$ cat config.mk
export PLATFORM = sky130hd
export DESIGN_NAME = lsu_mem_master
export DESIGN_NICKNAME = d
export VERILOG_FILES = /design/src/rtl/lsu_pkg.sv /design/src/rtl/lsu_mem_master_load_ext.sv /design/src/rtl/lsu_mem_master.sv
export SDC_FILE = /design/constraint.sdc
export NUM_CORES = 1
export LEC_CHECK = 0
export CAP_MARGIN = 5
export CORE_ASPECT_RATIO = 1.2
export CORE_UTILIZATION = 25
export CTS_CLUSTER_DIAMETER = 200
export DETAILED_ROUTE_END_ITERATION = 16
export GPL_TIMING_DRIVEN = 1
export PLACE_DENSITY_LB_ADDON = 0.05
export SLEW_MARGIN = 30
export SYNTH_ARGS = -nofsm -noshare
export SYNTH_HDL_FRONTEND = slang
export SYNTH_SLANG_ARGS = --single-unit
$ cat constraint.sdc
create_clock -name cpu_clk -period 4.6 [get_ports cpu_clk]
set_input_delay 0.46 -clock cpu_clk [delete_from_list [all_inputs] [get_ports cpu_clk]]
set_output_delay 0.46 -clock cpu_clk [all_outputs]
set_load 0.02 [all_outputs]
$ cat src/rtl/lsu_pkg.sv
// Shared types and constants for the load/store memory master and its helpers.
package lsu_pkg;

    localparam int unsigned DEF_MEM_WORDS   = 402;
    localparam int unsigned DEF_STATUS_WORD = 401;

    typedef enum logic [1:0] {
        IDLE   = 2'd0,
        ACCESS = 2'd1,
        RESP   = 2'd2
    } lsu_state_e;

    localparam logic [2:0] F3_B  = 3'b000;
    localparam logic [2:0] F3_H  = 3'b001;
    localparam logic [2:0] F3_W  = 3'b010;
    localparam logic [2:0] F3_BU = 3'b100;
    localparam logic [2:0] F3_HU = 3'b101;

    localparam logic [1:0] SZ_B = 2'b00;
    localparam logic [1:0] SZ_H = 2'b01;
    localparam logic [1:0] SZ_W = 2'b10;

endpackage

$ cat src/rtl/lsu_mem_master_load_ext.sv
// Sign/zero extension of the low-justified word returned by the data memory.
module lsu_load_ext
    import lsu_pkg::*;
(
    input  logic [31:0] raw,
    input  logic [2:0]  funct3,
    output logic [31:0] data
);

    always_comb begin
        data = raw;
        case (funct3)
            F3_B:    data = {{24{raw[7]}}, raw[7:0]};
            F3_H:    data = {{16{raw[15]}}, raw[15:0]};
            F3_BU:   data = {24'h0, raw[7:0]};
            F3_HU:   data = {16'h0, raw[15:0]};
            default: data = raw;
        endcase
    end

endmodule

$ cat src/rtl/lsu_mem_master.sv
// CPU-side load/store initiator: one request at a time, checked, one memory
// access cycle, then a held valid/ready response.
module lsu_mem_master
    import lsu_pkg::*;
#(
    parameter int unsigned MEM_WORDS   = DEF_MEM_WORDS,
    parameter int unsigned STATUS_WORD = DEF_STATUS_WORD
) (
    input  logic        cpu_clk,
    input  logic        rst_n,
    input  logic        req_valid,
    output logic        req_ready,
    input  logic        req_we,
    input  logic [2:0]  req_funct3,
    input  logic [31:0] req_addr,
    input  logic [31:0] req_wdata,
    output logic        resp_valid,
    input  logic        resp_ready,
    output logic [31:0] resp_rdata,
    output logic        resp_err,
    output logic [31:0] mem_adr,
    output logic [31:0] mem_dataW,
    output logic        mem_MEMRW,
    output logic [1:0]  mem_func3,
    input  logic [31:0] mem_dataR,
    output lsu_state_e  dbg_state
);

    // Handshakes: a request transfers on a clock edge where req_valid && req_ready;
    // a response transfers on an edge where resp_valid && resp_ready. resp_* are
    // held stable from the first resp_valid cycle until that transfer.

    localparam logic [29:0] MEM_WORDS_W   = MEM_WORDS[29:0];
    localparam logic [29:0] STATUS_WORD_W = STATUS_WORD[29:0];

    lsu_state_e  state;
    logic        we_q;
    logic [2:0]  f3_q;
    logic [31:0] addr_q;
    logic [31:0] wdata_q;
    logic [31:0] rdata_q;
    logic        err_q;
    logic        req_err;
    logic [31:0] ext_data;

    always_comb begin
        req_err = 1'b0;
        case (req_funct3)
            F3_B, F3_BU: req_err = 1'b0;
            F3_H, F3_HU: req_err = req_addr[0];
            F3_W:        req_err = |req_addr[1:0];
            default:     req_err = 1'b1;
        endcase
        if (req_addr[31:2] >= MEM_WORDS_W) req_err = 1'b1;
        if (req_we && (req_addr[31:2] == STATUS_WORD_W)) req_err = 1'b1;
    end

    lsu_load_ext u_load_ext (
        .raw    (mem_dataR),
        .funct3 (f3_q),
        .data   (ext_data)
    );

    always_ff @(posedge cpu_clk or negedge rst_n) begin
        if (!rst_n) begin
            state   <= IDLE;
            we_q    <= 1'b0;
            f3_q    <= F3_W;
            addr_q  <= '0;
            wdata_q <= '0;
            rdata_q <= '0;
            err_q   <= 1'b0;
        end else begin
            case (state)
                IDLE: begin
                    if (req_valid) begin
                        we_q    <= req_we;
                        f3_q    <= req_funct3;
                        addr_q  <= req_addr;
                        wdata_q <= req_wdata;
                        rdata_q <= '0;
                        err_q   <= req_err;
                        state   <= req_err ? RESP : ACCESS;
                    end
                end
                ACCESS: begin
                    // Loads capture the combinational memory output on this closing edge.
                    rdata_q <= we_q ? 32'h0 : ext_data;
                    state   <= RESP;
                end
                RESP: begin
                    if (resp_ready) state <= IDLE;
                end
                default: state <= IDLE;
            endcase
        end
    end

    assign req_ready  = (state == IDLE);
    assign resp_valid = (state == RESP);
    assign resp_rdata = rdata_q;
    assign resp_err   = err_q;
    assign mem_adr    = addr_q;
    assign mem_dataW  = wdata_q;
    assign mem_func3  = f3_q[1:0];
    assign mem_MEMRW  = (state == ACCESS) && we_q;
    assign dbg_state  = state;

endmodule
==> results of run 1 <==
==> cells by family (layout without fill, tap and decap cells) <==
family                 count (synthesis)  in the layout  share of synthesized area, %
AO/OA/AOI/OAI                         48             48                          7.63
buffers and inverters                 21            229                          2.85
flip-flops                           103            103                          62.4
multiplexers                          69             69                          18.8
AND/OR/NAND/NOR                       62             62                          8.36
==> layer usage <==
metal	vias to the layer above	GRT usage [%]	share of wire, %
met5	-	0	0
met4	0	8.03	2.8
met3	16	4.47	8.0
met2	118	23.0	49
met1	1577	17.1	40
li1	1482	-	-
==> path summary, 6_finish.rpt <==
path	startpoint	endpoint	cells after the start
max	f3_q[1]	mem_func3[1]	1
min	rst_n	resp_rdata[22]	1
max reg2reg	dbg_state[0]	resp_rdata[27]	3
min reg2reg	resp_rdata[28]	resp_rdata[28]	2
max in group asynchronous	rst_n	resp_rdata[25]	2
min in group cpu_clk	resp_rdata[28]	resp_rdata[28]	2
==> synthesized netlist by cell type, drive strengths merged <==
master,n
or4b,1
dfstp,1
nor2b,16
o31ai,1
nand3,1
dfrtp,102
a22o,16
a2111oi,1
nand2,25
nand3b,1
nor4,7
mux2,68
mux2i,1
nand4,1
and3,2
buf,15
inv,2
clkbuf,4
o32ai,1
a31oi,1
nor2,6
nor3b,2
o21ai,28
==> registers in the layout, summed over array words and instances, names as in the netlist <==
| register | cells |
|---|---|
| dbg_state | 2 |
| f3_q | 3 |
| mem_adr | 32 |
| mem_dataW | 32 |
| resp_err | 1 |
| resp_rdata | 32 |
| we_q | 1 |
==> power groups by stage <==
stage	clock [mW]	sequential, mW	combinational [mW]
2_1_floorplan	0	1.29	0.224
3_3_place_gp	0	1.15	0.805
3_5_place_dp	0	1.15	0.810
4_1_cts	0.830	1.14	0.813
5_1_grt	0.862	1.16	0.849
6_report	0.787	1.13	0.797
==> metrics by stage <==
step / total power, mW / setup slack [ps] / cell area, µm²
final: 2.72 / 2270 / 6700
after floorplan: 1.52 / 2980 / 4130
after global routing: 2.87 / 2160 / 6700
after global placement: 1.96 / 2280 / 6390
after detailed placement: 1.96 / 2260 / 6390
after CTS: 2.78 / 2230 / 6700
==> cell type report <==
cell class / instances / area share [%]
clock buffer: 10 / 3.57
clock inverter: 6 / 1.03
inverter: 2 / 0.112
multi-input combinational: 179 / 21.5
sequential: 103 / 38.5
tap: 212 / 3.96
timing repair buffer: 211 / 31.3
==> worst reg2reg max path, cell delays in order, from the launching register on <==
cell	delay (ps)
dfrtp_1	590
nor3b_4	760
o21ai_2	410
o21ai_0	270
==> layout by cell type, fill, tap and decap left out <==
cell | synthesis | routed
clkinv_2 | 0 | 1
dfstp_2 | 1 | 1
o21ai_0 | 16 | 16
o31ai_1 | 1 | 1
bufinv_16 | 0 | 1
mux2i_1 | 1 | 1
o21ai_1 | 11 | 10
nor3b_4 | 2 | 2
nand4_1 | 1 | 1
mux2_2 | 59 | 59
clkdlybuf4s50_1 | 0 | 206
nor2_1 | 6 | 6
inv_1 | 2 | 2
o21ai_2 | 1 | 2
dfrtp_1 | 102 | 102
buf_4 | 3 | 5
mux2_1 | 9 | 9
clkinv_4 | 0 | 2
nand2_1 | 25 | 25
nor2b_1 | 16 | 16
clkinvlp_4 | 0 | 1
nor4_2 | 1 | 1
a31oi_1 | 1 | 1
o32ai_1 | 1 | 1
or4b_1 | 1 | 1
clkbuf_8 | 0 | 1
nand3b_1 | 1 | 1
inv_6 | 0 | 1
clkbuf_16 | 0 | 9
and3_1 | 2 | 2
nor4_1 | 6 | 6
a22o_1 | 16 | 16
nand3_1 | 1 | 1
a2111oi_0 | 1 | 1
==> reports/results.tsv, run 1 <==
stage	metric	value	unit
power_and_ir_drop	share of power burned in combinational logic	29.3	%
route	initial detailed-routing violation count	54	
setup_path	family with the most delay on the worst path	flip-flops	
sta	WHS	195	ps
sta	period utilisation layout	50.6	%
route	DR pass1 iterations	4	
clock_tree	number of buffers inserted by post-CTS setup repair	0	
floorplanning	die outline height	143	µm
power_and_ir_drop	Worst VDD drop	0.172	mV
setup_path	Crit. End Element	output pin	
setup_path	cell with the biggest individual delay on the critical path	dfstp_2	
power_and_ir_drop	internal power summed over all cells	1.92	mW
global_route	pin count of the biggest net entering global routing	66	
floorplanning	cell row count	51	
clock_tree	# hold bufs at CTS	0	
floorplanning	core region area	16200	µm²
sta	final clock skew	3.87	ps
status	status	finished clean	
route	detailed-route DRC error count	0	
clock_tree	clock insertion delay at the later pin of the skew report	350	ps
sta	Achievable Freq	430	MHz
route	wire per inst	16.4	µm
placed_design	number of placed instances, taps included	707	
yosys	total of warnings raised by yosys	0	
yosys	library cell occupying the most area in the post-synthesis netlist	dfrtp_1	
clock_tree	number of clock buffers inserted by TritonCTS	9	
power_and_ir_drop	NetSw	0.798	mW
setup_path	biggest fanout along the worst timing path	28	
yosys	sequential-to-total area share from yosys stat	62.4	%
setup_path	worst stage delay on the critical path	820	ps
global_route	initial antenna violation count	0	
setup_path	critical path, cell by cell	clkdlybuf4s50_1	
power_and_ir_drop	areal power density over the cells	406	nW/µm²
cells_and_area	layout cell share with drive strength beyond 1	16.8	%
sta	Least-Margin Pin Slew	859	ps
cells_and_area	nets@finish	610	
power_and_ir_drop	clock share of power	29.0	%
route	mean number of vias per cell	4.42	
placed_design	HPWL Detailed	8550	µm
setup_path	Worst EP required	4140	ps
cells_and_area	register area	2580	µm²
cells_and_area	number of fill cells in the layout	1611	
cells_and_area	non-filler cells in the finished layout	723	
yosys	#FFs+latches synth	103	
sta	unrepaired setup endpoints after global routing	no	
setup_path	FF-to-FF setup slack	2490	ps
job	Max Cap Violations	0	
sta	final critical-path required period	2330	ps
global_route	first-pass GRT wire length	18500	µm
yosys	dominant cells by area after synthesis	dfrtp_1, mux2_2, a22o_1	
setup_path	Worst Setup Start Kind	flip-flop	
clock_tree	buffers from clock root to sink, at most	2	
placed_design	final estimated routing congestion in global placement	0.727	
setup_path	start-to-end type of the worst setup path	reg2out	
clock_tree	sink count of the clock tree	103	
yosys	Mapped Cells	303	
yosys	mean instance size in the synthesized netlist	13.6	µm²
yosys	Syn Nets	407	
sta	final-report hold violation count	0	
clock_tree	number of instances resized during post-cts repair	0	
clock_tree	library cell used as clock root buffer	clkbuf_16	
power_and_ir_drop	switching portion of total power	29.4	%
route	via count	3193	
cells_and_area	Antenna Diode Count	0	
route	antenna viol nets, final	0	
cells_and_area	share of the core filled with cells in the final layout	41.3	%
power_and_ir_drop	cell leakage power	2.74	nW
placed_design	count of input and output buffers	207	
global_route	vias in the first global route	3296	
sta	aggregate negative setup slack	0	ps
sta	number of slew-limit violations in the final report	0	
floorplanning	Die Span X	119	µm
sta	Setup violations, final	0	
route	Final Routed Wirelength	11800	µm
clock_tree	CTS H-tree lvls	3	
power_and_ir_drop	sequential group share of total power	41.7	%
cells_and_area	area growth from synthesis to final layout	62.1	%
yosys	fraction of post-synthesis cell area in the top cell type by area	61.8	%
clock_tree	TritonCTS clock tree	built	
floorplanning	Total Die Area	17100	µm²
yosys	Cell Area, Synth	4130	µm²
min_path	Hold Path Class	in2async	
cells_and_area	multi-input logic area	1440	µm²
floorplanning	initial cell density of the core	25.5	%
sta	max-slew headroom at the worst pin	42.7	%
global_route	aggregate global routing overflow	0	
setup_path	Critical path buffers and inverters	1	
clock_tree	register clock-pin slew on the reported worst setup and hold paths	70	ps
floorplanning	boundary pin count	208	
global_route	global router's overall resource usage	14.3	%
setup_path	critical path data arrival time	1870	ps
yosys	count of unique library cells instantiated by Yosys	29	
Note: power is estimated with default switching activity, not from simulation.
==> run 2, diff against run 1 <==
- clock period: 4.6 -> 1.9 ns (I/O delays scaled with it)
==> run 2 against run 1 <==
Compared with the run above:
- clock skew increased by 4.5 ps
- via count is 0.41% lower
- cell area grew 1.6%
- non-clock buffer count rose by 9
- final cell count up 1.2%
- register-to-register slack got worse by 2200 ps
- setup slack got worse by 2100 ps
- clock-buffer cell count increased by 1
- flip-flop and latch count stayed put
- sequential power rose by 140%
- critical path type unchanged
- largest power group unchanged
- highest routed layer unchanged
==> reports/results.tsv, run 2 (synthesis gave the netlist of run 1 again) <==
stage	metric	value	unit
status	status	finished clean	
global_route	pin count of the biggest net entering global routing	56	
cells_and_area	share of the core filled with cells in the final layout	42.0	%
route	via count	3180	
floorplanning	Die Span X	119	µm
setup_path	start-to-end type of the worst setup path	reg2out	
cells_and_area	final standard cell area without fillers	6810	µm²
sta	unrepaired setup endpoints after global routing	no	
floorplanning	boundary pin count	208	
power_and_ir_drop	Worst VDD drop	0.419	mV
global_route	initial antenna violation count	0	
route	initial detailed-routing violation count	105	
min_path	Hold Path Class	in2async	
placed_design	HPWL Detailed	8880	µm
sta	final critical-path required period	1750	ps
global_route	first-pass GRT wire length	19200	µm
global_route	vias in the first global route	3372	
placed_design	placement-stage cell area	6490	µm²
power_and_ir_drop	clock share of power	28.5	%
global_route	aggregate global routing overflow	0	
power_and_ir_drop	share of power burned in combinational logic	30.3	%
setup_path	family with the most delay on the worst path	buffers and inverters	
placed_design	count of input and output buffers	207	
route	Final Routed Wirelength	12100	µm
sta	aggregate negative setup slack	0	ps
clock_tree	CTS H-tree lvls	3	
sta	final clock skew	8.36	ps
setup_path	Critical path buffers and inverters	1	
floorplanning	initial cell density of the core	25.5	%
route	mean number of vias per cell	4.34	
sta	Least-Margin Pin Slew	644	ps
setup_path	worst stage delay on the critical path	630	ps
global_route	global router's overall resource usage	14.8	%
clock_tree	library cell used as clock root buffer	clkbuf_16	
setup_path	cell with the biggest individual delay on the critical path	clkdlybuf4s50_1	
sta	Final Worst Setup Slack	145	ps
power_and_ir_drop	NetSw	1.92	mW
clock_tree	number of clock buffers inserted by TritonCTS	9	
power_and_ir_drop	internal power summed over all cells	4.67	mW
setup_path	critical path data arrival time	1560	ps
sta	max-slew headroom at the worst pin	55.9	%
cells_and_area	nets@finish	619	
sta	Achievable Freq	570	MHz
job	Max Cap Violations	0	
cells_and_area	area growth from synthesis to final layout	64.7	%
setup_path	FF-to-FF setup slack	300	ps
route	DR pass1 iterations	4	
sta	WHS	316	ps
cells_and_area	Antenna Diode Count	0	
cells_and_area	layout cell share with drive strength beyond 1	18.3	%
route	wire per inst	16.6	µm
power_and_ir_drop	sequential group share of total power	41.2	%
setup_path	Worst EP required	1710	ps
setup_path	origin of the critical flop-to-flop path	dbg_state[0]	
clock_tree	TritonCTS clock tree	built	
cells_and_area	most common library cell in the layout ignoring fill and taps	clkdlybuf4s50_1	
cells_and_area	number of fill cells in the layout	1560	
route	detailed-route DRC error count	0	
setup_path	biggest fanout along the worst timing path	6	
clock_tree	register clock-pin slew on the reported worst setup and hold paths	70	ps
sta	number of slew-limit violations in the final report	0	
cells_and_area	commonest cells after routing, fill and taps aside	clkdlybuf4s50_1, dfrtp_1, mux2_2, nand2_1	
placed_design	Setup WS pre-CTS	-84.6	ps
clock_tree	clock insertion delay at the later pin of the skew report	340	ps
setup_path	Crit. End Element	output pin	
sta	period utilisation layout	92.4	%
route	antenna viol nets, final	0	
power_and_ir_drop	cell leakage power	2.82	nW
placed_design	final estimated routing congestion in global placement	0.716	
setup_path	Worst Setup Start Kind	flip-flop	
floorplanning	Total Die Area	17100	µm²
clock_tree	number of buffers inserted by post-CTS setup repair	0	
cells_and_area	multi-input logic area	1440	µm²
sta	Setup violations, final	0	
power_and_ir_drop	areal power density over the cells	969	nW/µm²
cells_and_area	register area	2580	µm²
setup_path	launching element of the worst setup path	f3_q[1]	
power_and_ir_drop	switching portion of total power	29.2	%
floorplanning	die outline height	143	µm
floorplanning	cell row count	51	
clock_tree	sink count of the clock tree	103	
floorplanning	core region area	16200	µm²
clock_tree	buffers from clock root to sink, at most	2	
sta	final-report hold violation count	0	
setup_path	critical path, cell by cell	clkdlybuf4s50_1	
-- run 2: layout make-up --
cell class                 instances  share of cell area (%)
timing repair buffer             220                    32.5
inverter                           2                   0.110
clock buffer                      11                    3.57
sequential                       103                    37.9
multi-input combinational        179                    21.2
clock inverter                     5                   0.846
tap                              212                    3.90
-- run 2: worst paths after layout --
path                                   to  cells past startpoint
max                          mem_func3[1]                      1
min                        resp_rdata[22]                      2
max reg2reg                 mem_dataW[17]                      3
min reg2reg                resp_rdata[24]                      2
max in group asynchronous    dbg_state[1]                      3
min in group cpu_clk         dbg_state[1]                      2
-- run 2: power groups by stage --
stage	Sequential (mW)	Clock, mW	Combinational (mW)
global route	2.77	2.05	2.13
detailed placement	2.76	0	2.03
global placement	2.75	0	2.02
CTS	2.73	1.97	2.04
finish	2.72	1.88	2.00
floorplan	3.13	0	0.542
-- run 2: repair_timing --
| item | 4_1_cts | 5_1_grt |
|---|---|---|
| cloned | 0 | 0 |
| gates resized for setup | 2 | 3 |
| hold buffers | 1 | 0 |
| hold endpoints to repair | 28 | 0 |
| setup endpoints to repair | 2 | 3 |
-- run 2: through the flow --
| step | std cells | power [mW] |
|---|---|---|
| 2_1_floorplan | 303 | 3.67 |
| 3_3_place_gp | 715 | 4.77 |
| 3_5_place_dp | 715 | 4.79 |
| 4_1_cts | 732 | 6.74 |
| 5_1_grt | 732 | 6.94 |
| 6_report | 732 | 6.60 |
-- run 2: per-layer routing --
metal | up-vias | part of all wire, % | global-route usage, %
met1 | 1551 | 43 | 18.7
met3 | 11 | 7.5 | 4.79
met5 | - | 0 | 0
met4 | 0 | 1.5 | 5.53
met2 | 120 | 48 | 23.7
li1 | 1498 | - | -
==> run 3, diff against run 2 <==
- SETUP_SLACK_MARGIN: not set -> 0.1
==> run 3 against run 2 <==
Compared with the run above:
- sequential power hardly changed
- combinational power hardly changed
- power hardly changed
- via count hardly changed
- non-clock buffer count stayed put
- setup slack better by 58 ps
- hold slack better by 5.4 ps
==> reports/results.tsv, run 3 (synthesis gave the netlist of run 1 again) <==
stage	metric	value	unit
cells_and_area	most common library cell in the layout ignoring fill and taps	clkdlybuf4s50_1	
setup_path	endpoint of the worst-slack reg-to-reg timing path	mem_dataW[17]	
setup_path	Worst EP required	1710	ps
power_and_ir_drop	Worst VDD drop	0.419	mV
cells_and_area	number of fill cells in the layout	1564	
placed_design	Setup WS pre-CTS	-84.6	ps
sta	Least-Margin Pin Slew	645	ps
setup_path	critical path, cell by cell	inv_1 -> and3_1 -> dlygate4sd2_1	
setup_path	Crit. End Element	output pin	
cells_and_area	non-filler cells in the finished layout	732	
clock_tree	CTS H-tree lvls	3	
clock_tree	number of clock buffers inserted by TritonCTS	9	
cells_and_area	register area	2580	µm²
sta	max-slew headroom at the worst pin	55.9	%
route	initial detailed-routing violation count	110	
sta	unrepaired setup endpoints after global routing	no	
placed_design	final estimated routing congestion in global placement	0.716	
placed_design	HPWL Detailed	8880	µm
cells_and_area	Antenna Diode Count	0	
sta	final clock skew	8.29	ps
setup_path	critical path data arrival time	1510	ps
setup_path	worst stage delay on the critical path	470	ps
floorplanning	Die Span X	119	µm
floorplanning	die outline height	143	µm
setup_path	cell with the biggest individual delay on the critical path	dfrtp_2	
route	wire per inst	16.6	µm
setup_path	R2R cell count	3	
placed_design	placement-stage cell area	6490	µm²
setup_path	number of gates on the worst path with buffers counted	3	
route	mean number of vias per cell	4.34	
cells_and_area	commonest cells after routing, fill and taps aside	clkdlybuf4s50_1, dfrtp_1, mux2_2, nand2_1	
floorplanning	boundary pin count	208	
global_route	global router's overall resource usage	14.8	%
setup_path	launching element of the worst setup path	dbg_state[1]	
setup_path	biggest fanout along the worst timing path	6	
clock_tree	sink count of the clock tree	103	
cells_and_area	final standard cell area without fillers	6800	µm²
clock_tree	buffers from clock root to sink, at most	2	
global_route	aggregate global routing overflow	0	
floorplanning	core region area	16200	µm²
sta	final critical-path required period	1700	ps
job	Max Cap Violations	0	
route	Final Routed Wirelength	12100	µm
power_and_ir_drop	areal power density over the cells	969	nW/µm²
min_path	Hold Path Class	in2async	
cells_and_area	area growth from synthesis to final layout	64.6	%
setup_path	family with the most delay on the worst path	buffers and inverters	
global_route	pin count of the biggest net entering global routing	56	
cells_and_area	layout cell share with drive strength beyond 1	18.5	%
clock_tree	library cell used as clock root buffer	clkbuf_16	
sta	Setup violations, final	0	
setup_path	Worst Setup Start Kind	flip-flop	
status	status	finished clean	
cells_and_area	nets@finish	619	
cells_and_area	multi-input logic area	1440	µm²
sta	final-report hold violation count	0	
floorplanning	Total Die Area	17100	µm²
setup_path	Critical path buffers and inverters	2	
setup_path	end point of the critical path	mem_MEMRW	
global_route	first-pass GRT wire length	19200	µm
sta	Final Worst Setup Slack	204	ps
setup_path	start-to-end type of the worst setup path	reg2out	
setup_path	FF-to-FF setup slack	300	ps
placed_design	number of placed instances, taps included	715	
power_and_ir_drop	sum of internal, switching and leakage power	6.59	mW
clock_tree	register clock-pin slew on the reported worst setup and hold paths	70	ps
sta	period utilisation layout	89.3	%
global_route	initial antenna violation count	0	
route	via count	3178	
setup_path	origin of the critical flop-to-flop path	dbg_state[0]	
floorplanning	cell row count	51	
sta	Achievable Freq	589	MHz
global_route	vias in the first global route	3373	
floorplanning	initial cell density of the core	25.5	%
power_and_ir_drop	cell leakage power	2.81	nW
route	detailed-route DRC error count	0	
placed_design	count of input and output buffers	207	
clock_tree	number of buffers inserted by post-CTS setup repair	0	
route	DR pass1 iterations	4	
clock_tree	clock insertion delay at the later pin of the skew report	340	ps
sta	number of slew-limit violations in the final report	0	
clock_tree	TritonCTS clock tree	built	
route	antenna viol nets, final	0	
[run 3: how the worst min path moves through the flow]
| stage | endpoint | slack [ps] | depth (start not counted) |
|---|---|---|---|
| 5_1_grt | resp_rdata[22] | 360 | 2 |
| 4_1_cts | resp_rdata[22] | 330 | 2 |
| 3_5_place_dp | resp_rdata[22] | 160 | 1 |
| 6_report | resp_rdata[22] | 320 | 2 |
| 2_1_floorplan | dbg_state[0] | -110 | 0 |
| 3_3_place_gp | resp_rdata[22] | 160 | 1 |
[run 3: through the flow]
stage               setup TNS, ps  utilization (%)  hold WS, ps
floorplan                       0                -         -106
global placement                0             40.0          159
detailed placement           -148             40.0          164
CTS                             0             41.9          328
global route                    0             42.0          360
finish                          0             42.0          321
[run 3: repair_timing]
| item | in CTS | in global routing |
|---|---|---|
| hold endpoints to repair | 28 | 0 |
| pin swaps | 0 | 0 |
| hold buffers | 1 | 0 |
| resized for setup | 5 | 2 |
| endpoints found under the setup margin | 4 | 2 |
[run 3: metal layers]
metal | vias to the layer above | track usage [%] | part of all wire, %
met1 | 1549 | 18.5 | 43
met3 | 12 | 4.79 | 7.2
met2 | 118 | 23.9 | 48
met4 | 0 | 5.53 | 1.6
met5 | - | 0 | 0
li1 | 1499 | - | -
[run 3: power by group]
part	switching (mW)	internal (mW)	total, mW
clock	0.819	1.06	1.88
combinational	0.910	1.08	1.99
sequential	0.194	2.53	2.72
[run 3: final cells by class]
class,count,area share [%]
inverters,2,0.110
multi-input cells,179,21.2
repair buffers,220,32.4
well taps,212,3.90
clock buffers,11,3.57
flip-flops and latches,103,38.0
clock inverters,5,0.846
